## config.mk

```make
export PLATFORM = sky130hd
export DESIGN_NAME = tdoa_stimulus_generator
export DESIGN_NICKNAME = d
export VERILOG_FILES = /design/src/rtl/tdoa_stimulus_generator.sv
export SDC_FILE = /design/constraint.sdc
export NUM_CORES = 1
export LEC_CHECK = 0
export CAP_MARGIN = 25
export CORE_UTILIZATION = 30
export DETAILED_ROUTE_END_ITERATION = 6
export DONT_BUFFER_PORTS = 1
export GPL_ROUTABILITY_DRIVEN = 0
export HOLD_SLACK_MARGIN = 0.02
export MAX_ROUTING_LAYER = met4
export PLACE_DENSITY_LB_ADDON = 0.15
export SLEW_MARGIN = 20
export SYNTH_ARGS = -nofsm -noshare
export SYNTH_HDL_FRONTEND = slang
export SYNTH_SLANG_ARGS = --single-unit
```

## constraint.sdc

```tcl
create_clock -name clk -period 4.77 [get_ports clk]
set_input_delay 0.7155 -clock clk [delete_from_list [all_inputs] [get_ports clk]]
set_output_delay 0.7155 -clock clk [all_outputs]
set_load 0.01 [all_outputs]
```

## src/rtl/tdoa_stimulus_generator.sv

```systemverilog
// Synthetic three-microphone PCM source for in-system checking of the TDOA correlator.
// It emits a square-wave burst on pcm_1 and copies of that burst on pcm_2/pcm_3, delayed by a programmable number of samples.
module tdoa_stimulus_generator #(
    parameter int PERIOD     = 16,
    parameter int AMP        = 8000,
    parameter int BIAS       = 2048,
    parameter int BURST_LEN  = 64,
    parameter int PRE_LEN    = 32,
    parameter int POST_LEN   = 32,
    parameter int NOISE_BITS = 0
) (
    input  logic        clk,
    input  logic        reset,
    input  logic        sample_en,
    input  logic        start,
    input  logic [7:0]  delay_2,
    input  logic [7:0]  delay_3,
    output logic [15:0] pcm_1,
    output logic [15:0] pcm_2,
    output logic [15:0] pcm_3,
    output logic        busy,
    output logic        done
);

    localparam int CNT_W = $clog2(PRE_LEN + BURST_LEN + POST_LEN + 256);
    localparam int PH_W  = $clog2(PERIOD);
    localparam int NSH   = 18 - NOISE_BITS;

    typedef enum logic [1:0] {S_IDLE, S_PRE, S_BURST, S_POST} state_t;

    state_t             r_state;
    logic [CNT_W-1:0]   r_cnt;
    logic [7:0]         r_delay_2;
    logic [7:0]         r_delay_3;
    logic               r_busy;
    logic               r_done;
    logic [15:0]        r_pcm   [3];
    logic [15:0]        r_lfsr  [3];
    logic [PH_W-1:0]    r_phase [3];

    logic [7:0]         w_d       [3];
    logic [2:0]         w_in_win;
    logic [7:0]         w_dmax;
    logic [CNT_W-1:0]   w_burst_end;

    // Taps 16,14,13,11 in right-shifting Fibonacci form.
    function automatic logic [15:0] lfsr_next(input logic [15:0] l);
        return {l[0] ^ l[2] ^ l[3] ^ l[5], l[15:1]};
    endfunction

    // The low NOISE_BITS of the LFSR become signed noise: shift them to the top bits, then shift them back arithmetically.
    // This needs no zero-width slice when NOISE_BITS is 0.
    function automatic logic [15:0] sample_value(input logic in_win, input logic high,
                                                 input logic [15:0] lfsr);
        logic signed [17:0] base;
        logic signed [17:0] noise;
        logic signed [17:0] sum;
        logic        [17:0] shl;
        // NOTE: function locals use blocking assignments because they are pure combinational temporaries, not state.
        base  = in_win ? (high ? 18'(BIAS + AMP) : 18'(BIAS - AMP)) : 18'(BIAS);
        shl   = {2'b00, lfsr} << NSH;
        noise = $signed(shl) >>> NSH;
        sum   = base + noise;
        if (sum > 18'sd32767)
            return 16'h7FFF;
        else if (sum < -18'sd32768)
            return 16'h8000;
        else
            return sum[15:0];
    endfunction

    always_comb begin
        w_d[0]      = 8'd0;
        w_d[1]      = r_delay_2;
        w_d[2]      = r_delay_3;
        w_dmax      = (r_delay_2 > r_delay_3) ? r_delay_2 : r_delay_3;
        w_burst_end = CNT_W'(BURST_LEN) + CNT_W'(w_dmax) - CNT_W'(1);
        w_in_win    = '0;
        for (int k = 0; k < 3; k++) begin
            w_in_win[k] = (r_state == S_BURST)
                       && (r_cnt >= CNT_W'(w_d[k]))
                       && (r_cnt <  CNT_W'(w_d[k]) + CNT_W'(BURST_LEN));
        end
    end

    always_ff @(posedge clk) begin
        if (reset) begin
            // NOTE: the small per-channel arrays sit in flops, so every element is reset explicitly; none of them is a RAM.
            r_state   <= S_IDLE;
            r_cnt     <= '0;
            r_delay_2 <= '0;
            r_delay_3 <= '0;
            r_busy    <= 1'b0;
            r_done    <= 1'b0;
            r_lfsr[0] <= 16'hACE1;
            r_lfsr[1] <= 16'h1D2B;
            r_lfsr[2] <= 16'h7F3C;
            for (int k = 0; k < 3; k++) begin
                r_pcm[k]   <= 16'(BIAS);
                r_phase[k] <= '0;
            end
        end else begin
            r_done <= 1'b0;

            if (sample_en) begin
                for (int k = 0; k < 3; k++) begin
                    r_pcm[k]  <= sample_value(w_in_win[k],
                                              r_phase[k] < PH_W'(PERIOD / 2), r_lfsr[k]);
                    r_lfsr[k] <= lfsr_next(r_lfsr[k]);
                    if (w_in_win[k])
                        r_phase[k] <= (r_phase[k] == PH_W'(PERIOD - 1)) ? '0 : r_phase[k] + 1'b1;
                end
            end

            case (r_state)
                S_IDLE: begin
                    if (start) begin
                        r_delay_2 <= delay_2;
                        r_delay_3 <= delay_3;
                        r_busy    <= 1'b1;
                        r_cnt     <= '0;
                        r_state   <= S_PRE;
                        for (int k = 0; k < 3; k++)
                            r_phase[k] <= '0;
                    end
                end
                S_PRE: begin
                    if (sample_en) begin
                        if (r_cnt == CNT_W'(PRE_LEN - 1)) begin
                            r_cnt   <= '0;
                            r_state <= S_BURST;
                        end else begin
                            r_cnt <= r_cnt + 1'b1;
                        end
                    end
                end
                S_BURST: begin
                    if (sample_en) begin
                        if (r_cnt == w_burst_end) begin
                            r_cnt   <= '0;
                            r_state <= S_POST;
                        end else begin
                            r_cnt <= r_cnt + 1'b1;
                        end
                    end
                end
                S_POST: begin
                    if (sample_en) begin
                        if (r_cnt == CNT_W'(POST_LEN - 1)) begin
                            r_cnt   <= '0;
                            r_busy  <= 1'b0;
                            r_done  <= 1'b1;
                            r_state <= S_IDLE;
                        end else begin
                            r_cnt <= r_cnt + 1'b1;
                        end
                    end
                end
                default: r_state <= S_IDLE;
            endcase
        end
    end

    assign pcm_1 = r_pcm[0];
    assign pcm_2 = r_pcm[1];
    assign pcm_3 = r_pcm[2];
    assign busy  = r_busy;
    assign done  = r_done;

endmodule

```

==> run metrics <==
share of cells above drive strength 1=a little under 6%; Most Frequent Cell on Critical Path=a21oi_1; vias in the first global route=a little under 3k; diode count=0; I/O Buffers=0; sw power=0.9066 mW; core area=12,770 µm²; clock latency on the worst-skew pair=0.31 ns; critical path data arrival time=roughly 4.4 ns; sequential share of the synthesized area=between 30 and 40%; Final period util=86.61%; internal reg-to-reg setup slack=0.64 ns; Lkg Pwr=between 1.5 and 2 nW; Synth Instances=444; Resized cells post-CTS=0; worst-margin pin slew=0.6722 ns; Slew headroom=54.71%; CP required=5.01 ns; Post-Route WL=9290 µm; DIE AREA=13,700 µm²; I/O pins=70; Power Density=510.3 nW/µm²; Max-cap violations=0; Pwr Total=~2.1 mW; Int Power=1.209 mW; H-tree depth=2; Die Y=117.1 µm; Die Wd=117.1 µm; placed cells=591; nets@finish=488; Yosys reg bits=53; CTS tree=built; vias per inst=5.080; Top delay family on crit path=compound AO/OA/AOI/OAI gates; critical path peak fanout=9; reg2reg start=r_delay_3[3]; critical-path cell list=inv_1 -> ha_1 -> nand4_1 -> nor2_4 -> a211o_1 -> a21oi_1 -> a21oi_1 -> ha_1 -> a211oi_1 -> xor2_1 -> a21oi_1 -> mux2i_1 -> a2111oi_0 -> and4b_1 -> a21boi_1 -> nor3_1 -> mux2i_1; RSZ-0062 raised after global routing=false; Syn Area/Cell=8.944 µm²; via count=3,048; Root Driver=clkbuf_16; clk buf depth=2; Post-synth EDFFs=24; Worst Hold End=busy; dpl hpwl=7141 µm; dominant cell type by area after synthesis=edfxtp_1; Finished Layout Cells=600; CTS clk-pin slew, worst paths=roughly 0.08 ns; global route overflow=0; Pins Over Slew Limit=0; Post-synth ARST share=0%; largest net degree at the start of global routing=29; starting density of the core=31.09%; TritonRoute pass-1 iters=4; r2r endpoint=r_state[1]; post-route ant nets=0; sw frac=42.86%; Comb pwr share=between 40% and 50%; Final Cell Area=4145 µm²; 1st-iter DRT viols=172; row count=between 40 and 50; Fillers=~1.3k; Worst Hold Launch=reset; Num CTS Buffers=5; Crit. End Element=flop; Tightest Hold Check Type=in2reg; Yosys top cell area share=18.15%; Buf/Inv on CP=1; Synth-to-Final Area Change=4.379%; drt drc=0; CTS sink cnt=between 50 and 60; synthesized area=just under 4000 µm²; Area after DPL=between 3000 and 4000 µm²; DR WL/cell=between 15 and 20 µm; top cells by area, synth=edfxtp_1 (18%), dfxtp_1 (15%), ha_1 (13%), buf_4 (7.0%), a22o_1 (3.5%); Worst Path Class, Setup=reg2reg; first-pass GRT wire length=15,150 µm; initial antenna violation count=0; worst vdd rail ir drop=about 0.21 mV; Worst path slowest cell=dfxtp_1; Synth Flop Type=dfxtp_1; Final setup viols=0; Worst Clk Skew=0.006684 ns; crit start category=flop; FF-to-FF path depth=17; setup_tns=0 ns; outcome=finished, final reports clean; min Tclk post-route=roughly 4.1 ns; Post-CTS Hold Fix Bufs=0; Achievable Freq=about 0.24 GHz; Hold Path Depth=1; post-CTS setup buffer count=0; slowest stage delay, CP=0.43 ns; YS warnings=0; Reg power frac=30.8%; Clk pwr share=between 20% and 30%; Final Hold Vio Count=0; Yosys cell types=59; share of the core filled with cells=32.45%; GRT Overall Usage=15.04%
-- sequential cells by signal (all words and copies together), names as in the netlist --
| signal | flops |
|---|---|
| r_state | 2 |
| done | 1 |
| busy | 1 |
| r_phase | 12 |
| r_pcm | 12 |
| r_delay_3 | 8 |
| r_delay_2 | 8 |
| r_cnt | 9 |
-- layer usage --
metal | wire length (µm) | up-vias | GRT usage, %
met4 | 133 | 0 | 4.641
met1 | 4254 | 1434 | 18.11
met5 | 0 | - | -
li1 | - | 1537 | -
met2 | 4565 | 68 | 25.44
met3 | 336 | 9 | 2.781
-- cell families (layout without fill, tap and decap cells) --
family                     count (synthesis)  in the layout  synth area share, %
and+or+nand+nor                          139            139                19.09
AOI/OAI and AO/OA                        109            109                19.44
buffers and inverters                     83             47                11.59
DFF                                       53             53                32.77
adders and majority gates                 41             41                12.92
xor gates and xnor gates                  14             14                3.088
muxes                                      4              4                1.008
other                                      1             21              0.09443
-- how the worst max path moves through the flow --
stage / cells after the start / to / startpoint
2_1_floorplan: 18 / r_state[1] / r_delay_3[6]
3_3_place_gp: 17 / r_state[1] / r_delay_3[6]
3_5_place_dp: 17 / r_state[1] / r_delay_3[6]
4_1_cts: 17 / r_state[1] / r_delay_3[6]
5_1_grt: 17 / r_state[1] / r_delay_3[3]
6_report: 17 / r_state[1] / r_delay_3[3]
-- Yosys cell counts (all sizes together) (7+ instances only) --
cell    count
a21oi      23
clkbuf     10
nor3       19
nand2b      7
o21ai      23
xnor2      13
a22o       16
inv        33
ha         41
nand2      24
o21a        8
nand3      15
buf        40
nor2       29
dfxtp      29
edfxtp     24
-- final cells by class --
cell class | instances | area (µm²) | share of cell area, %
Clock buffer | 5 | 125.1 | 3.018
Timing Repair Buffer | 6 | 45.04 | 1.087
Inverter | 33 | 123.9 | 2.988
Tap cell | 172 | 215.2 | 5.192
Sequential cell | 53 | 1301 | 31.39
Clock inverter | 3 | 47.55 | 1.147
Multi-Input combinational cell | 328 | 2287 | 55.18
-- cell usage in the layout (no fill, tap or decap), types with 6 or more instances in the layout --
cell / synthesis / routed
o21ai_0: 21 / 21
ha_1: 41 / 41
nor4b_1: 6 / 6
dfxtp_1: 29 / 29
nand3_1: 15 / 15
edfxtp_1: 24 / 24
o21a_1: 8 / 8
nor2_1: 27 / 26
nand2b_1: 7 / 7
nor3_1: 19 / 19
a21oi_1: 23 / 23
nand2_1: 24 / 24
conb_1: 1 / 21
inv_1: 33 / 33
o211ai_1: 6 / 6
xnor2_1: 13 / 13
a22o_1: 16 / 16
-- power by group through the flow --
stage / clock network [mW] / registers, mW / logic, mW
after detailed placement: 0 / 0.663 / 1.02
after global placement: 0 / 0.657 / 1.03
after floorplan: 0 / 0.630 / 0.835
after CTS: 0.455 / 0.653 / 1.02
final: 0.438 / 0.652 / 1.03
after global routing: 0.471 / 0.667 / 1.13
-- stage by stage --
| stage | setup WS (ns) | hold WS (ns) |
|---|---|---|
| 2_1_floorplan | 1.120 | 0.4768 |
| 5_1_grt | 0.3105 | 0.4592 |
| 4_1_cts | 0.6400 | 0.4586 |
| 6_report | 0.6386 | 0.4686 |
| 3_5_place_dp | 0.6625 | 0.5147 |
| 3_3_place_gp | 0.7241 | 0.5035 |
Power figures use the tool's default switching activity.
